`config.mk`:
```
export PLATFORM = sky130hd
export DESIGN_NAME = cdr_nco
export DESIGN_NICKNAME = d
export VERILOG_FILES = /design/src/rtl/cdr_pkg.sv /design/src/rtl/cdr_nco_phase_acc.sv /design/src/rtl/cdr_nco.sv
export SDC_FILE = /design/constraint.sdc
export NUM_CORES = 1
export LEC_CHECK = 0
export CELL_PAD_IN_SITES_DETAIL_PLACEMENT = 0
export CELL_PAD_IN_SITES_GLOBAL_PLACEMENT = 2
export CORE_UTILIZATION = 33
export CTS_BUF_LIST = sky130_fd_sc_hd__clkbuf_8
export DETAILED_ROUTE_END_ITERATION = 10
export PLACE_DENSITY = 0.9
export SLEW_MARGIN = 20
export SYNTH_ARGS = -nofsm -noshare
export SYNTH_HDL_FRONTEND = slang
export SYNTH_HIERARCHICAL = 1
export SYNTH_SLANG_ARGS = --single-unit
```
`constraint.sdc`:
```
create_clock -name clk -period 4.96 [get_ports clk]
set_input_delay 0.992 -clock clk [delete_from_list [all_inputs] [get_ports clk]]
set_output_delay 0.992 -clock clk [all_outputs]
set_load 0.03 [all_outputs]
```
`src/rtl/cdr_pkg.sv`:
```
// Shared definitions for the CDR NCO: state encoding, default phase width
// and the unsigned FCW clamp.
package cdr_pkg;

  localparam int CDR_PHASE_W = 32;

  typedef enum logic [1:0] {
    IDLE     = 2'd0,
    TRACK    = 2'd1,
    HOLDOVER = 2'd2
  } state_t;

  // raw carries two guard bits so negative and overflowing sums clamp correctly
  function automatic logic [CDR_PHASE_W-1:0] clamp_fcw(
    input logic signed [CDR_PHASE_W+1:0] raw,
    input logic        [CDR_PHASE_W-1:0] lo,
    input logic        [CDR_PHASE_W-1:0] hi
  );
    if (raw < $signed({2'b00, lo}))
      return lo;
    else if (raw > $signed({2'b00, hi}))
      return hi;
    else
      return raw[CDR_PHASE_W-1:0];
  endfunction

endpackage

```
`src/rtl/cdr_nco_phase_acc.sv`:
```
// Phase accumulator with registered wrap (sample) and MSB-rise (edge) strobes.
// Optional CDR_NCO_DITHER_EN adds LFSR dither to the accumulator sum only.
module cdr_nco_phase_acc
  import cdr_pkg::*;
#(
  parameter int PHASE_W = CDR_PHASE_W
) (
  input  logic               clk,
  input  logic               rst,
  input  logic [PHASE_W-1:0] fcw,
  output logic [PHASE_W-1:0] phase,
  output logic               sample_stb,
  output logic               edge_stb
);

  logic [PHASE_W:0] sum;

`ifdef CDR_NCO_DITHER_EN
  logic [15:0] lfsr;

  // Fibonacci LFSR, taps 16,14,13,11
  always_ff @(posedge clk) begin
    if (rst)
      lfsr <= 16'hACE1;
    else
      lfsr <= {lfsr[14:0], lfsr[15] ^ lfsr[13] ^ lfsr[12] ^ lfsr[10]};
  end

  assign sum = {1'b0, phase} + {1'b0, fcw} + {{(PHASE_W-3){1'b0}}, lfsr[3:0]};
`else
  assign sum = {1'b0, phase} + {1'b0, fcw};
`endif

  always_ff @(posedge clk) begin
    if (rst) begin
      phase      <= '0;
      sample_stb <= 1'b0;
      edge_stb   <= 1'b0;
    end else begin
      phase      <= sum[PHASE_W-1:0];
      sample_stb <= sum[PHASE_W];
      edge_stb   <= ~phase[PHASE_W-1] & sum[PHASE_W-1];
    end
  end

endmodule

```
`src/rtl/cdr_nco.sv`:
```
// CDR NCO top: FCW scaling/clamping and IDLE/TRACK/HOLDOVER control around the
// phase accumulator. Optional dither is enabled with CDR_NCO_DITHER_EN.
module cdr_nco
  import cdr_pkg::*;
#(
  parameter int                 PHASE_W      = CDR_PHASE_W,
  parameter logic [PHASE_W-1:0] NOM_FCW      = 32'h1000_0000,
  parameter int unsigned        GAIN_SH      = 8,
  parameter logic [PHASE_W-1:0] FCW_MIN      = 32'h0800_0000,
  parameter logic [PHASE_W-1:0] FCW_MAX      = 32'h2000_0000,
  parameter int unsigned        HOLD_TIMEOUT = 1024
) (
  input  logic               clk,
  input  logic               rst,
  input  logic               enable,
  input  logic signed [31:0] v_ctrl,
  input  logic               ctrl_valid,
  output logic [PHASE_W-1:0] phase,
  output logic [PHASE_W-1:0] fcw,
  output logic               sample_stb,
  output logic               edge_stb,
  output logic [1:0]         state,
  output logic               holdover
);

  state_t                    cur_state;
  logic [15:0]               gap_cnt;
  logic signed [31:0]        v_shift;
  logic signed [PHASE_W+1:0] fcw_raw;
  logic [PHASE_W-1:0]        fcw_clamped;
  logic                      ctrl_ok;

  assign v_shift     = v_ctrl >>> GAIN_SH;
  assign fcw_raw     = $signed({2'b00, NOM_FCW}) +
                       $signed({{(PHASE_W-30){v_shift[31]}}, v_shift});
  assign fcw_clamped = clamp_fcw(fcw_raw, FCW_MIN, FCW_MAX);

  // An unknown control word in simulation is treated as no update at all
`ifdef SYNTHESIS
  assign ctrl_ok = ctrl_valid;
`else
  assign ctrl_ok = ctrl_valid && !$isunknown(v_ctrl);
`endif

  always_ff @(posedge clk) begin
    if (rst || !enable) begin
      cur_state <= IDLE;
      fcw       <= NOM_FCW;
      gap_cnt   <= '0;
      holdover  <= 1'b0;
    end else begin
      case (cur_state)
        IDLE: begin
          gap_cnt  <= '0;
          holdover <= 1'b0;
          if (ctrl_ok) begin
            cur_state <= TRACK;
            fcw       <= fcw_clamped;
          end else begin
            fcw <= NOM_FCW;
          end
        end
        TRACK: begin
          // a fresh update wins over an expiring timeout
          if (ctrl_ok) begin
            fcw     <= fcw_clamped;
            gap_cnt <= '0;
          end else if (gap_cnt == 16'(HOLD_TIMEOUT - 1)) begin
            cur_state <= HOLDOVER;
            holdover  <= 1'b1;
            gap_cnt   <= '0;
          end else begin
            gap_cnt <= gap_cnt + 16'd1;
          end
        end
        HOLDOVER: begin
          if (ctrl_ok) begin
            cur_state <= TRACK;
            holdover  <= 1'b0;
            fcw       <= fcw_clamped;
            gap_cnt   <= '0;
          end
        end
        default: begin
          cur_state <= IDLE;
          fcw       <= NOM_FCW;
          gap_cnt   <= '0;
          holdover  <= 1'b0;
        end
      endcase
    end
  end

  assign state = cur_state;

  cdr_nco_phase_acc #(
    .PHASE_W(PHASE_W)
  ) u_phase_acc (
    .clk       (clk),
    .rst       (rst),
    .fcw       (fcw),
    .phase     (phase),
    .sample_stb(sample_stb),
    .edge_stb  (edge_stb)
  );

endmodule

```
==> results.cfg <==
[grt]
grt_max_degree = 48
grt_pass1_wl_mm = 20.88
antenna_found_initial = 0
gr-total-overflow = 0
first_global_vias = 4175
grtUsageTotal = 0.1777

[place]
place_area_um2 = 5752
port_buffers = 93
dp_hpwl_mm = 9.564
routabilityCongestion = 0.8341

[critical_path]
worst-setup-path-type = reg2reg
crit_slowest_cell = fa_1
critPathCaptureType = flip-flop
crit_arrival_ps = 3130
reg2reg_slack_ps = 2100
worst-path-buf-inv = 0
slowest_delay_ps = 420
path_cells = ha_1, fa_1, a21o_1, a221o_2, a22oi_2, o211ai_1, a21boi_1, mux2_1
crit_family = compound AO/OA/AOI/OAI gates
required_ps = 5230
critPathMaxFanout = 5
worst_setup_path_start_kind = flip-flop

[clock_network]
cts_made_buffers = 9
numClockSinks = 78
cts_resized = 0
htree_levels = 3
cts_tree = done
post_cts_buffers = 0
clk_latency_ps = 380
hold_buffers = 0
root_buffer = clkbuf_8
clk_pin_slew_ps = 90
cts_buffer_depth = 2

[logic_synthesis]
syn_area_um2 = 4770
netlist_instances = 556
async_reset_ff_frac = 0
seq_area_frac_synth = 0.3274
synth.avg_cell_area_um2 = 8.578
yosysWarningCount = 6
synth_edf_count = 0
synth_seq_cells = 78
ys_dominant_reg_cell = dfxtp_1
synthTopCellsByArea = dfxtp_1 33%, ha_1 10%, a22oi_1 5.0%
synth_cell_types = 72
synth_top_area_share = 0.3274
yosysTopAreaCell = dfxtp_1

[final_layout]
antenna_cells = 0
layout_common_cells = 93 x clkdlybuf4s50_1, 78 x dfxtp_1, 59 x nor2_1, 42 x a21oi_1, 38 x ha_1
syn_to_final_growth_pct = 24.45
final_area_um2 = 5936
final_common_cell = clkdlybuf4s50_1
drive_gt1_frac = 0.06477
layout.nets = 703

[pwr]
clkPwrFrac = 0.320
combPwrFrac = 0.216
vdd_drop_max_mv = 0.1240
p_per_area_nw_per_um2 = 245.5
p_leak_nw = 2.291
p_sw_mw = 0.4798
pwr-share-seq = 0.463
finalPower_mw = 1.457
p_sw_frac = 0.3292
internal_power_mw = 0.9776

[timing]
fmax_mhz = 349.5
final_hold_viol_count = 0
period_needed_ps = 2861
rsz0062_at_grt = false
finalClockSkew_ps = 12.69
finalMaxSlewViolations = 0
relSlewSlack = 0.2845
setup_viol = 0
setup_tns_ps = 0
tightest_slew_ps = 1072
fin_crit_sh = 0.5769

[routing]
ant_nets = 0
firstDrtPassIters = 4
drt_iter0_drc = 241
routed_wl_mm = 12.81
drc = 0
viasPerCell = 5.390
routed-via-count = 4382
post_drt_wl_per_cell_um = 15.76

[floorplan]
dieArea_um2 = 14940
dieHeight_um = 122.2
fp.coreArea_um2 = 13990
io_pins = 105
start_util = 0.3410
dieWidth_um = 122.2
rows = 43

[run_status]
status = completed

[min_path]
hp-class = reg2reg

[job]
drv_cap = 0
synthesized netlist by cell type, types with 4 or more instances:
library cell / count
dfxtp_1: 78
nor2_1: 59
a21oi_1: 42
ha_1: 38
a22oi_1: 32
nand2_1: 29
inv_1: 17
o21ai_0: 16
nor2b_1: 15
a21o_1: 14
clkbuf_1: 14
nor3_1: 14
buf_2: 13
nand3_1: 11
nand4_1: 10
xnor2_1: 10
xor2_1: 10
and3_1: 9
mux2_1: 9
buf_4: 8
o211ai_1: 7
o21bai_1: 7
or4_1: 7
o21a_1: 6
and2_1: 5
o31ai_1: 5
a211oi_1: 4
a31oi_1: 4
o22ai_1: 4
power by group through the flow:
| stage | clock (mW) | sequential [mW] | combinational (mW) |
|---|---|---|---|
| after floorplan | 0 | 0.742 | 0.154 |
| after global placement | 0 | 0.690 | 0.311 |
| after detailed placement | 0 | 0.691 | 0.313 |
| after CTS | 0.488 | 0.677 | 0.315 |
| after global routing | 0.510 | 0.680 | 0.343 |
| final | 0.467 | 0.675 | 0.315 |
sequential cells by signal (all words and copies together) (netlist names):
register,flops
gap_cnt,16
holdover,1
state,2
u_phase_acc/sample_stb,1
fcw,25
u_phase_acc/phase,32
u_phase_acc/edge_stb,1
final timing paths:
path | startpoint | end | depth (start not counted)
worst min register to register | gap_cnt[1] | gap_cnt[1] | 2
worst max register to register | u_phase_acc/phase[0] | u_phase_acc/phase[26] | 8
worst max-delay path | u_phase_acc/phase[0] | u_phase_acc/phase[26] | 8
worst min-delay path | gap_cnt[1] | gap_cnt[1] | 2
final cells by class:
| type | count | area, µm² |
|---|---|---|
| multi-input cells | 426 | 2957 |
| fillers | 1406 | 8053 |
| repair buffers | 95 | 945.9 |
| clock buffers | 9 | 123.9 |
| clock inverters | 7 | 55.05 |
| well taps | 180 | 225.2 |
| flip-flops and latches | 78 | 1562 |
| inverters | 18 | 67.56 |
metrics by stage:
step	cells	hold slack (ps)	worst slack, ps	utilization
global route	813	519.3	1970	0.4243
detailed placement	797	484.3	1872	0.4112
finish	813	490.0	2099	0.4243
CTS	813	498.2	2115	0.4240
floorplan	561	447.6	2349	-
global placement	797	460.6	1906	0.4112
worst min-delay path, stage by stage (launching register included):
cell and delay, ps:
dfxtp_1 330, nand2_1 60, a21oi_1 60
per-layer routing:
metal | vias up | GRT usage | wire length, µm
li1 | 2178 | - | -
met1 | 2061 | 0.2294 | 6050
met2 | 124 | 0.2816 | 5791
met3 | 19 | 0.04322 | 721
met4 | 0 | 0.07393 | 248
met5 | - | 0 | 0
kinds of logic (layout without fill, tap and decap cells):
| family | count (synthesis) | count (layout) | synth area share |
|---|---|---|---|
| buffers and inverters | 57 | 129 | 0.05824 |
| adder cells (fa/ha/maj) | 39 | 39 | 0.1039 |
| other | 1 | 6 | 0.0007862 |
| flip-flops | 78 | 78 | 0.3274 |
| AO/OA/AOI/OAI | 172 | 172 | 0.2587 |
| XOR/XNOR | 20 | 20 | 0.03672 |
| multiplexers | 9 | 9 | 0.02125 |
| AND/OR/NAND/NOR | 180 | 180 | 0.1931 |
No activity file was read; power rests on OpenSTA's default activity.
==> RTL change 1: new RTL, same settings <==
Set the parameter `GAIN_SH` to 6 (it was 8).
--- a/src/rtl/cdr_nco.sv
+++ b/src/rtl/cdr_nco.sv
@@ -5,7 +5,7 @@
 #(
   parameter int                 PHASE_W      = CDR_PHASE_W,
   parameter logic [PHASE_W-1:0] NOM_FCW      = 32'h1000_0000,
-  parameter int unsigned        GAIN_SH      = 8,
+  parameter int unsigned        GAIN_SH      = 6,
   parameter logic [PHASE_W-1:0] FCW_MIN      = 32'h0800_0000,
   parameter logic [PHASE_W-1:0] FCW_MAX      = 32'h2000_0000,
   parameter int unsigned        HOLD_TIMEOUT = 1024
Function: changed (a bounded check fails within 4 cycles, from zero or initial values and one cycle with rst high).
==> RTL change 1 against the original RTL <==
  * Largest cell class unchanged
  * Area after synthesis up 0.45%
  * Highest routed layer unchanged
  * Critical path depth down 3
  * Final area up 2.0%
  * Wire length down 1.2%
  * Sequential cell count up 2
  * Maximum frequency down 2.2%
  * Power up 6.2%
  * Worst setup slack worse by 0.065 ns
  * Critical endpoint is now gap_cnt[15]
==> RTL change 1: results (changes against the original RTL) <==
{
  "seqCellArea": {"value": 1600, "unit": "µm²", "change": "+2.6%"},
  "outcome": "finished, final reports clean",
  "fin_cells": {"value": 817, "change": "+0.49%"},
  "yosysSeqAreaShare": {"value": 0.334, "change": "+0.00690"},
  "placed_cells": {"value": 803, "change": "+0.75%"},
  "worst-path-max-fanout": {"value": 13, "change": "+8"},
  "routed_via_density": {"value": 5.29, "change": "-1.9%"},
  "grt_pass1_wl": {"value": 20800, "unit": "µm", "change": "-0.23%"},
  "biggestRegsByFlops": "u_phase_acc/phase x32, fcw x27, gap_cnt x16",
  "clk_pin_slew": {"value": 0.07, "unit": "ns", "change": "-0.02 ns"},
  "numPortBuffers": {"value": 95, "change": "+2.2%"},
  "vias_in_the_first_global_route": {"value": 4246, "change": "+1.7%"},
  "grt_util_all_layers": {"value": 0.177, "change": "-0.000224"},
  "synthTopCellsByArea": "sky130_fd_sc_hd__dfxtp_1 (33%), sky130_fd_sc_hd__ha_1 (9.9%), sky130_fd_sc_hd__nor2_1 (5.8%)",
  "filler_cell_count": {"value": 1404, "change": "-0.14%"},
  "place_congestion": {"value": 0.840, "change": "+0.68%"},
  "drive_gt1_frac": {"value": 0.0675, "change": "+0.00273"},
  "wl_per_cell": {"value": 15.5, "unit": "µm", "change": "-1.7%"},
  "finalClockSkew": {"value": 0.0170, "unit": "ns", "change": "+0.00435 ns"},
  "synthTopCellsByCount": "sky130_fd_sc_hd__dfxtp_1 (80), sky130_fd_sc_hd__nor2_1 (74), sky130_fd_sc_hd__a21oi_1 (43)",
  "detailed_place_hpwl": {"value": 9270, "unit": "µm", "change": "-3.0%"},
  "finish.net_count": {"value": 709, "change": "+0.85%"},
  "grt_max_degree": {"value": 47, "change": "-2.1%"},
  "drt_first_iter_violations": {"value": 181, "change": "-25%"},
  "vdd_ir_drop_max": {"value": 0.119, "unit": "mV", "change": "-4.0%"},
  "static-leakage-power": {"value": 2.30, "unit": "nW", "change": "+0.60%"},
  "slew_limit_headroom": {"value": 0.396, "change": "+0.112"}
}
RTL change 1: kinds of logic after synthesis:
logic type                 after synthesis  synth area share
other                                    1          0.000783
and+or+nand+nor                        194             0.209
DFF                                     80             0.334
xor gates and xnor gates                25            0.0457
adders and majority gates               39             0.103
AOI/OAI and AO/OA                      158             0.238
buffers and inverters                   49            0.0481
muxes                                    9            0.0212
RTL change 1: final cells by class:
cell class | count | share of cell area
multi-input cells | 431 | 0.495
flip-flops and latches | 80 | 0.265
repair buffers | 98 | 0.161
well taps | 180 | 0.0372
clock buffers | 10 | 0.0227
clock inverters | 4 | 0.0116
inverters | 14 | 0.00868
RTL change 1: path summary, 6_finish.rpt:
check                          end                  from  slack [ns]  cells past startpoint
min                    gap_cnt[15]           gap_cnt[15]        0.49                      2
max                    gap_cnt[15]            ctrl_valid        2.03                      5
max reg2reg  u_phase_acc/phase[24]  u_phase_acc/phase[0]        2.16                      8
min reg2reg            gap_cnt[15]           gap_cnt[15]        0.49                      2
RTL change 1: where the power goes:
group / leakage, nW / switching (mW) / internal, mW
combinational: 1.55 / 0.185 / 0.138
clock: 0.108 / 0.243 / 0.290
sequential: 0.650 / 0.0213 / 0.671
RTL change 1: critical path: stages:
cell and delay, ns:
sky130_fd_sc_hd__clkdlybuf4s50_1 0.74, sky130_fd_sc_hd__nor2b_1 0.31, sky130_fd_sc_hd__or4_4 0.63, sky130_fd_sc_hd__or4_1 0.41, sky130_fd_sc_hd__a21oi_1 0.14
RTL change 1: metal layers:
| layer | up-vias | share of wire | global-route usage |
|---|---|---|---|
| li1 | 2180 | - | - |
| met2 | 91 | 0.47 | 0.286 |
| met3 | 15 | 0.039 | 0.0381 |
| met4 | 0 | 0.022 | 0.0899 |
| met1 | 2034 | 0.47 | 0.222 |
| met5 | - | 0 | 0 |
==> RTL change 2: new RTL, config.mk and constraints unchanged <==
Made on the original files. Register the output `edge_stb`, without a reset; this adds one clock of latency there. The other outputs are not delayed to match.
--- a/src/rtl/cdr_nco.sv
+++ b/src/rtl/cdr_nco.sv
@@ -22,6 +22,8 @@
   output logic [1:0]         state,
   output logic               holdover
 );
+
+  logic edge_stb_d;
 
   state_t                    cur_state;
   logic [15:0]               gap_cnt;
@@ -101,8 +103,12 @@
     .fcw       (fcw),
     .phase     (phase),
     .sample_stb(sample_stb),
-    .edge_stb  (edge_stb)
+    .edge_stb  (edge_stb_d)
   );
+
+  always_ff @(posedge clk) begin
+    edge_stb <= edge_stb_d;
+  end
 
 endmodule
 
Check against the original RTL: not equivalent (Yosys sat finds a counterexample within 10 cycles, from zero or initial values and one cycle with rst high).
==> RTL change 2 against the original RTL <==
  * Power up 4.3%
  * Highest routed layer unchanged
  * Maximum frequency decreased by 0.44%
  * Cell count is 0.12% higher
  * Critical path depth shrank 4
  * Final area up 0.80%
  * Synthesized cell count up 0.18%
  * Wire length grew 0.56%
  * Sequential cell count up 1
  * Area after synthesis rose by 0.42%
  * First-iteration DRC count is 26% higher
  * Worst setup slack worse by 0.013 ns
  * Count of clock-buffer cells in the layout grew 1
  * Sequential power grew 2%
==> RTL change 2: results (changes against the original RTL) <==
{
  "detailed_place_hpwl": {"value": 9690, "unit": "µm", "change": "+1.3%"},
  "hold_depth": {"value": 0, "change": "-2"},
  "slew_limit_headroom": {"value": 0.290, "change": "+0.00571"},
  "vias_in_the_first_global_route": {"value": 4246, "change": "+1.7%"},
  "hold_path_end": "edge_stb",
  "outcome": "finished, final reports clean",
  "synth_mux_area_frac": {"value": 0.0212, "change": "-0.0000888"},
  "crit-reg2reg-launch": "fcw[0]",
  "finalClockSkew": {"value": 0.0143, "unit": "ns", "change": "+0.00164 ns"},
  "pg_seq": {"value": 686, "unit": "µW", "change": "+2%"},
  "cp_data_arrival_time": {"value": 3.16, "unit": "ns", "change": "+0.03 ns"},
  "crit_path_end": "gap_cnt[12]",
  "synthTopCellsByArea": "sky130_fd_sc_hd__dfxtp_1 (33%), sky130_fd_sc_hd__ha_1 (9.9%), sky130_fd_sc_hd__a22oi_1 (5.0%)",
  "postRouteWirelength": {"value": 12900, "unit": "µm", "change": "+0.56%"},
  "synth_area_in_adders": {"value": 0.103, "change": "-0.000434"},
  "place_congestion": {"value": 0.907, "change": "+8.8%"},
  "worstSetupStartpoint": "rst",
  "worst_hold_startpoint": "u_phase_acc/edge_stb",
  "grt_util_all_layers": {"value": 0.180, "change": "+0.00208"},
  "worst-path-max-fanout": {"value": 15, "change": "+10"},
  "drive_gt1_frac": {"value": 0.0631, "change": "-0.00168"},
  "vias": {"value": 4394, "change": "+0.27%"},
  "grt_max_degree": {"value": 35, "change": "-27%"},
  "firstDrtPassIters": {"value": 7, "change": "+3"},
  "synth_xor_area_frac": {"value": 0.0366, "change": "-0.000154"}
}
[RTL change 2: changes by cell type after synthesis, sizes merged]
cell   before  now
dfxtp      78   79
[RTL change 2: final cells by class]
| cell class | instances | area [µm²] | share of cell area |
|---|---|---|---|
| multi-input combinational | 426 | 2960 | 0.494 |
| sequential | 79 | 1580 | 0.264 |
| timing repair buffer | 95 | 946 | 0.158 |
| tap | 180 | 225 | 0.0376 |
| clock buffer | 10 | 138 | 0.0230 |
| clock inverter | 6 | 68.8 | 0.0115 |
| inverter | 18 | 67.6 | 0.0113 |
[RTL change 2: layer usage]
| layer | global-route usage | wire (µm) | up-vias |
|---|---|---|---|
| li1 | - | - | 2183 |
| met1 | 0.237 | 6130 | 2081 |
| met2 | 0.282 | 5830 | 114 |
| met3 | 0.0474 | 726 | 16 |
| met4 | 0.0633 | 188 | 0 |
| met5 | 0 | 0 | - |
